[config.mk]
export PLATFORM = sky130hd
export DESIGN_NAME = rgb_fade_pwm
export DESIGN_NICKNAME = d
export VERILOG_FILES = /design/src/rtl/rgb_fade_pkg.sv /design/src/rtl/rgb_fade_channel.sv /design/src/rtl/rgb_fade_pwm.sv
export SDC_FILE = /design/constraint.sdc
export NUM_CORES = 1
export LEC_CHECK = 0
export CORE_MARGIN = 2
export CORE_UTILIZATION = 40
export DETAILED_ROUTE_END_ITERATION = 7
export HOLD_SLACK_MARGIN = 0.05
export PLACE_DENSITY_LB_ADDON = 0.15
export SYNTH_ARGS = -nofsm -noshare
export SYNTH_HDL_FRONTEND = slang
export SYNTH_SLANG_ARGS = --single-unit
[constraint.sdc]
create_clock -name clk -period 4.42 [get_ports clk]
set_input_delay 0.884 -clock clk [delete_from_list [all_inputs] [get_ports clk]]
set_output_delay 0.884 -clock clk [all_outputs]
set_load 0.02 [all_outputs]
[src/rtl/rgb_fade_pkg.sv]
// Shared types and helpers for the fading RGB PWM generator.
package rgb_fade_pkg;

  // Per-channel fade direction; IDLE means duty has reached target.
  typedef enum logic [1:0] {
    ST_IDLE = 2'd0,
    ST_UP   = 2'd1,
    ST_DOWN = 2'd2
  } ch_state_t;

  // Channel index width; a single channel still needs a one-bit select.
  function automatic int chw(input int n);
    return (n > 1) ? $clog2(n) : 1;
  endfunction

endpackage

[src/rtl/rgb_fade_channel.sv]
// One PWM channel: holds duty/target/step, walks duty toward target once
// per PWM period with saturation at the target, and drives its waveform.
module rgb_fade_channel
  import rgb_fade_pkg::*;
#(
  parameter int PWM_WIDTH = 8
) (
  input  logic                 clk,
  input  logic                 rst_n,
  input  logic                 enable,
  input  logic                 period_end,
  input  logic [PWM_WIDTH-1:0] cnt,
  input  logic                 wr,
  input  logic [PWM_WIDTH-1:0] wr_target,
  input  logic [PWM_WIDTH-1:0] wr_step,
  output logic                 pwm,
  output logic [PWM_WIDTH-1:0] duty,
  output logic                 done,
  output ch_state_t            state
);

  logic [PWM_WIDTH-1:0] target;
  logic [PWM_WIDTH-1:0] step;
  logic [PWM_WIDTH:0]   sum_w;
  logic [PWM_WIDTH:0]   diff_w;
  logic [PWM_WIDTH-1:0] stepped;

  // Next duty for a period update, computed one bit wider so the step
  // can neither wrap past all-ones nor underflow below zero.
  always_comb begin
    sum_w   = {1'b0, duty} + {1'b0, step};
    diff_w  = {1'b0, duty} - {1'b0, step};
    stepped = duty;
    if (duty < target) begin
      stepped = (sum_w >= {1'b0, target}) ? target : sum_w[PWM_WIDTH-1:0];
    end else if (duty > target) begin
      stepped = (diff_w[PWM_WIDTH] || (diff_w[PWM_WIDTH-1:0] <= target))
                ? target : diff_w[PWM_WIDTH-1:0];
    end
  end

  // Channel FSM and datapath. A config write takes priority over a period
  // update in the same cycle, so that period's step is skipped.
  always_ff @(posedge clk or negedge rst_n) begin
    if (!rst_n) begin
      target <= '0;
      step   <= '0;
      duty   <= '0;
      done   <= 1'b0;
      pwm    <= 1'b0;
      state  <= ST_IDLE;
    end else begin
      if (duty < target)      state <= ST_UP;
      else if (duty > target) state <= ST_DOWN;
      else                    state <= ST_IDLE;

      done <= 1'b0;
      if (wr) begin
        target <= wr_target;
        step   <= wr_step;
        if (wr_step == '0) duty <= wr_target;
      end else if (period_end && (duty != target)) begin
        duty <= stepped;
        done <= (stepped == target);
      end

      pwm <= enable && ((duty == '1) || (cnt < duty));
    end
  end

endmodule

[src/rtl/rgb_fade_pwm.sv]
// N-channel PWM generator with hardware fading, feeding RGB LED driver
// PWM inputs. Holds the shared prescaler, PWM counter and config decode.
//
// Config handshake: a write happens on every clock edge where cfg_valid
// and cfg_ready are both high; cfg_ready is high whenever out of reset, so
// one write can be taken per cycle. Writes to a nonexistent channel are
// dropped and flagged by a one-cycle cfg_err pulse.
module rgb_fade_pwm
  import rgb_fade_pkg::*;
#(
  parameter int NUM_CH      = 3,
  parameter int PWM_WIDTH   = 8,
  parameter int PRESC_DIV   = 188,
  parameter int PRESC_WIDTH = 16,
  localparam int CHW        = chw(NUM_CH)
) (
  input  logic                        clk,
  input  logic                        rst_n,
  input  logic                        enable,
  input  logic                        cfg_valid,
  output logic                        cfg_ready,
  input  logic [CHW-1:0]              cfg_ch,
  input  logic [PWM_WIDTH-1:0]        cfg_target,
  input  logic [PWM_WIDTH-1:0]        cfg_step,
  output logic                        cfg_err,
  output logic [NUM_CH-1:0]           pwm_out,
  output logic [NUM_CH*PWM_WIDTH-1:0] duty_out,
  output logic [NUM_CH-1:0]           busy,
  output logic [NUM_CH-1:0]           done,
  output logic                        period_strobe
);

  localparam logic [PRESC_WIDTH-1:0] PRESC_LAST = PRESC_WIDTH'(PRESC_DIV - 1);

  logic [PRESC_WIDTH-1:0] presc;
  logic [PWM_WIDTH-1:0]   cnt;
  logic                   tick;
  logic                   period_end;
  logic                   accept;
  logic                   bad_ch;
  ch_state_t              ch_state [NUM_CH];

  assign tick       = enable && (presc == PRESC_LAST);
  assign period_end = tick && (cnt == '1);
  assign accept     = cfg_valid && cfg_ready;
  assign bad_ch     = 32'(cfg_ch) >= 32'(NUM_CH);

  // Prescaler and PWM counter; both hold their value while disabled.
  always_ff @(posedge clk or negedge rst_n) begin
    if (!rst_n) begin
      presc <= '0;
      cnt   <= '0;
    end else if (enable) begin
      presc <= tick ? '0 : presc + 1'b1;
      if (tick) cnt <= cnt + 1'b1;
    end
  end

  // Handshake readiness, bad-channel flag and period strobe.
  always_ff @(posedge clk or negedge rst_n) begin
    if (!rst_n) begin
      cfg_ready     <= 1'b0;
      cfg_err       <= 1'b0;
      period_strobe <= 1'b0;
    end else begin
      cfg_ready     <= 1'b1;
      cfg_err       <= accept && bad_ch;
      period_strobe <= period_end;
    end
  end

  for (genvar i = 0; i < NUM_CH; i++) begin : g_ch
    localparam logic [CHW-1:0] IDX = CHW'(i);

    rgb_fade_channel #(
      .PWM_WIDTH (PWM_WIDTH)
    ) u_ch (
      .clk        (clk),
      .rst_n      (rst_n),
      .enable     (enable),
      .period_end (period_end),
      .cnt        (cnt),
      .wr         (accept && (cfg_ch == IDX)),
      .wr_target  (cfg_target),
      .wr_step    (cfg_step),
      .pwm        (pwm_out[i]),
      .duty       (duty_out[i*PWM_WIDTH +: PWM_WIDTH]),
      .done       (done[i]),
      .state      (ch_state[i])
    );

    assign busy[i] = (ch_state[i] != ST_IDLE);
  end

endmodule
==> impl_metrics.yaml <==
run_status:
  status: "finished, final reports clean"
clock_network:
  cts_tree: "yes"
  cts-root-buf: "clkbuf_16"
  clk_pin_slew_ns: 0.10
  htreeDepth: 3
  clk_latency_ns: 0.38
  cts_sinks: 111
  cts_buffers: 9
  cts_buffer_depth: 2
worst_setup_path:
  critPathCaptureType: "flip-flop"
  reg2reg_to: "g_ch[2].u_ch.duty[7]"
  crit_type: "reg -> reg"
  rrSetupSlack_ns: 0.22
  crit_required_ns: 4.66
  r2r-start: "g_ch[2].u_ch.duty[0]"
  arrival_ns: 4.44
  start_kind: "flip-flop"
  reg2regPathDepth: 17
  path_max_fanout: 13
logic_synthesis:
  synth.yosys.seq_area_share: 0.262
  synthFlopType: "dfrtp_1"
  synth_top_area_frac: 0.262
  synth_nets: 1423
  ys.warnings.count: 0
  synth_area_um2: 10600
  syn_area_per_cell_um2: 8.47
  synth_area_leaders: "dfrtp_1 (26%), ha_1 (17%), o21ai_0 (5.8%), xnor2_1 (4.7%), nand2_1 (3.9%)"
  synth_edf_count: 0
  synth.distinct_cells: 80
  postSynthCellCount: 1252
  yosysMostFrequentCell: "ha_1"
  yosys.area.top_type: "dfrtp_1"
  async_flop_share: 1.00
  ys_ff_latch: 111
  ys_top_cells_by_count: "ha_1 (143), o21ai_0 (122), dfrtp_1 (111)"
global_route:
  grt_start_max_net_pins: 57
  top_usage_layer: "met2"
  gr-usage-met2: 0.383
  grt_util_all_layers: 0.246
  grt_util_met3: 0.0342
  grt_pass1_wl_mm: 53.7
  grt_pass1_vias: 9299
  overflow: 0
  met1_usage: 0.346
  antenna_found_initial: 0
place:
  port-buffer-count: 57
  dp_hpwl_mm: 26.1
  pre_cts_ws_ns: 0.297
  place_congestion: 0.897
sta:
  fin_setup_tns_ns: 0
  skew_ns: 0.0149
  maxSlewViolCount: 0
  fmax_mhz: 238
  hold_viol: 0
  worstMarginPinSlew_ns: 0.839
  fin_crit_ns: 4.20
  fin_hold_ws_ns: 0.514
  rsz0062_at_grt: "false"
  finalSetupViolCount: 0
  worst_slack_ns: 0.217
  period_share: 0.951
  relSlewSlack: 0.441
final_layout:
  nNetsFinal: 1483
  syn_to_final_growth_pct: 13.3
  antenna_cells: 0
  drive_above_1_share: 0.0797
  fillers: 2557
drt:
  vias_per_cell: 5.81
  routed_wl_mm: 34.3
  drt_pass1_iterations: 5
  drc: 0
  ant_nets: 0
  drt_iter0_markers: 835
  via_count: 9596
  wire_per_inst_um: 20.7
die:
  die_x_um: 167
  die_y_um: 167
  core_area_um2: 26100
  row_count: 59
  ios: 58
  fp.dieArea_um2: 27800
  start_util: 0.407
power_and_ir_drop:
  vdd_drop_max_mv: 0.231
  p_per_area_nw_per_um2: 435
  leakage_nw: 5.50
hold_path:
  hold_path.class: "reg -> reg"
  hp-start: "presc[15]"
  hold_depth: 1
  hold_path_end: "presc[15]"
flow_run:
  max-cap-violations: 0
layout make-up:
cell class,count,area (um2),share of cell area
Inverter,95,357,0.0297
Timing Repair Buffer,107,956,0.0795
Tap cell,335,419,0.0349
Clock inverter,7,96.3,0.00802
Multi-Input combinational cell,988,7190,0.598
Clock buffer,9,225,0.0187
Sequential cell,111,2780,0.231
flip-flops by register name, indices dropped and copies added, names as in the netlist:
name              cells
presc                16
g_ch.u_ch.state       6
g_ch.u_ch.done        3
cnt                   8
g_ch.u_ch.step       24
g_ch.u_ch.duty       24
cfg_ready             1
g_ch.u_ch.pwm         3
cfg_err               1
g_ch.u_ch.target     24
period_strobe         1
logic make-up (layout without fill, tap and decap cells):
kind of cell    Yosys count  in the layout  synth area share
compound gates          368            368             0.225
fa+ha+maj               149            149             0.180
flops                   111            111             0.262
other cells               1              1          0.000353
simple gates            359            359             0.173
xor+xnor                 79             79            0.0678
buf+inv                 153            218            0.0621
mux                      32             32            0.0307
power by group:
| group | leakage, nW | switching, mW | total [mW] | internal [mW] |
|---|---|---|---|---|
| combinational | 3.99 | 1.75 | 3.03 | 1.28 |
| sequential | 1.36 | 0.140 | 1.29 | 1.15 |
| clock | 0.155 | 0.490 | 0.904 | 0.414 |
critical path: stages, from the launching register on:
cell and delay [ns]:
dfrtp_1 0.38, inv_1 0.14, ha_1 0.20, inv_1 0.06, fa_1 0.42, a211oi_2 0.26
o21bai_2 0.13, a21oi_1 0.21, xnor2_1 0.23, ha_1 0.32, nand4_1 0.10, o22ai_1 0.10
a31o_2 0.25, or3_4 0.42, a21oi_1 0.16, o21ai_0 0.09, a211oi_1 0.42, o22ai_1 0.15
timing repair:
action	4_1_cts	5_1_grt
setup endpoints to repair	0	1
gates resized for setup	0	1
buffers inserted	0	0
hold buffers	0	0
layer usage:
metal,share of wire,wire [um]
met1,0.46,15900
met2,0.45,15300
met3,0.059,2010
met4,0.032,1110
met5,0,0
worst max path at each step:
stage / start / endpoint / slack (ns) / cells after the start
after detailed placement: g_ch[1].u_ch.duty[0] / g_ch[1].u_ch.duty[6] / 0.30 / 15
after CTS: g_ch[1].u_ch.duty[0] / g_ch[1].u_ch.duty[6] / 0.26 / 15
final: g_ch[2].u_ch.duty[0] / g_ch[2].u_ch.duty[7] / 0.22 / 17
after global placement: g_ch[2].u_ch.duty[0] / g_ch[2].u_ch.duty[7] / 0.42 / 17
after floorplan: g_ch[2].u_ch.duty[0] / g_ch[2].u_ch.done / 0.36 / 16
after global routing: g_ch[1].u_ch.duty[0] / g_ch[1].u_ch.duty[6] / 0.03 / 15
cells in the final DEF, fill, tap and decap left out, types with 9 or more instances in the layout:
cell,netlist,routed
a211oi_1,10,10
nand3_1,24,24
nor2b_1,16,16
o21ai_0,122,122
mux2i_1,28,28
xnor2_1,57,57
nand2b_1,17,17
clkbuf_16,0,9
nand4_1,27,27
inv_1,95,95
and3_1,10,10
buf_4,9,50
xor2_1,20,20
clkdlybuf4s50_1,0,56
ha_1,143,143
a21oi_1,70,70
nand2_1,109,109
o211ai_1,20,20
nor3_1,26,24
a21o_1,33,33
nor2_1,67,66
a31oi_1,13,13
o22ai_1,15,15
or2_2,11,11
dfrtp_1,111,111
per-stage QoR:
step	std cells	total power, mW	utilization	cell area [um2]
after floorplan	1252	3.50	-	10600
after global placement	1636	4.25	0.449	11700
after CTS	1652	5.21	0.461	12000
final	1652	5.23	0.461	12000
after global routing	1652	5.62	0.461	12000
after detailed placement	1636	4.28	0.449	11700
Note: power is estimated with default switching activity, not from simulation.
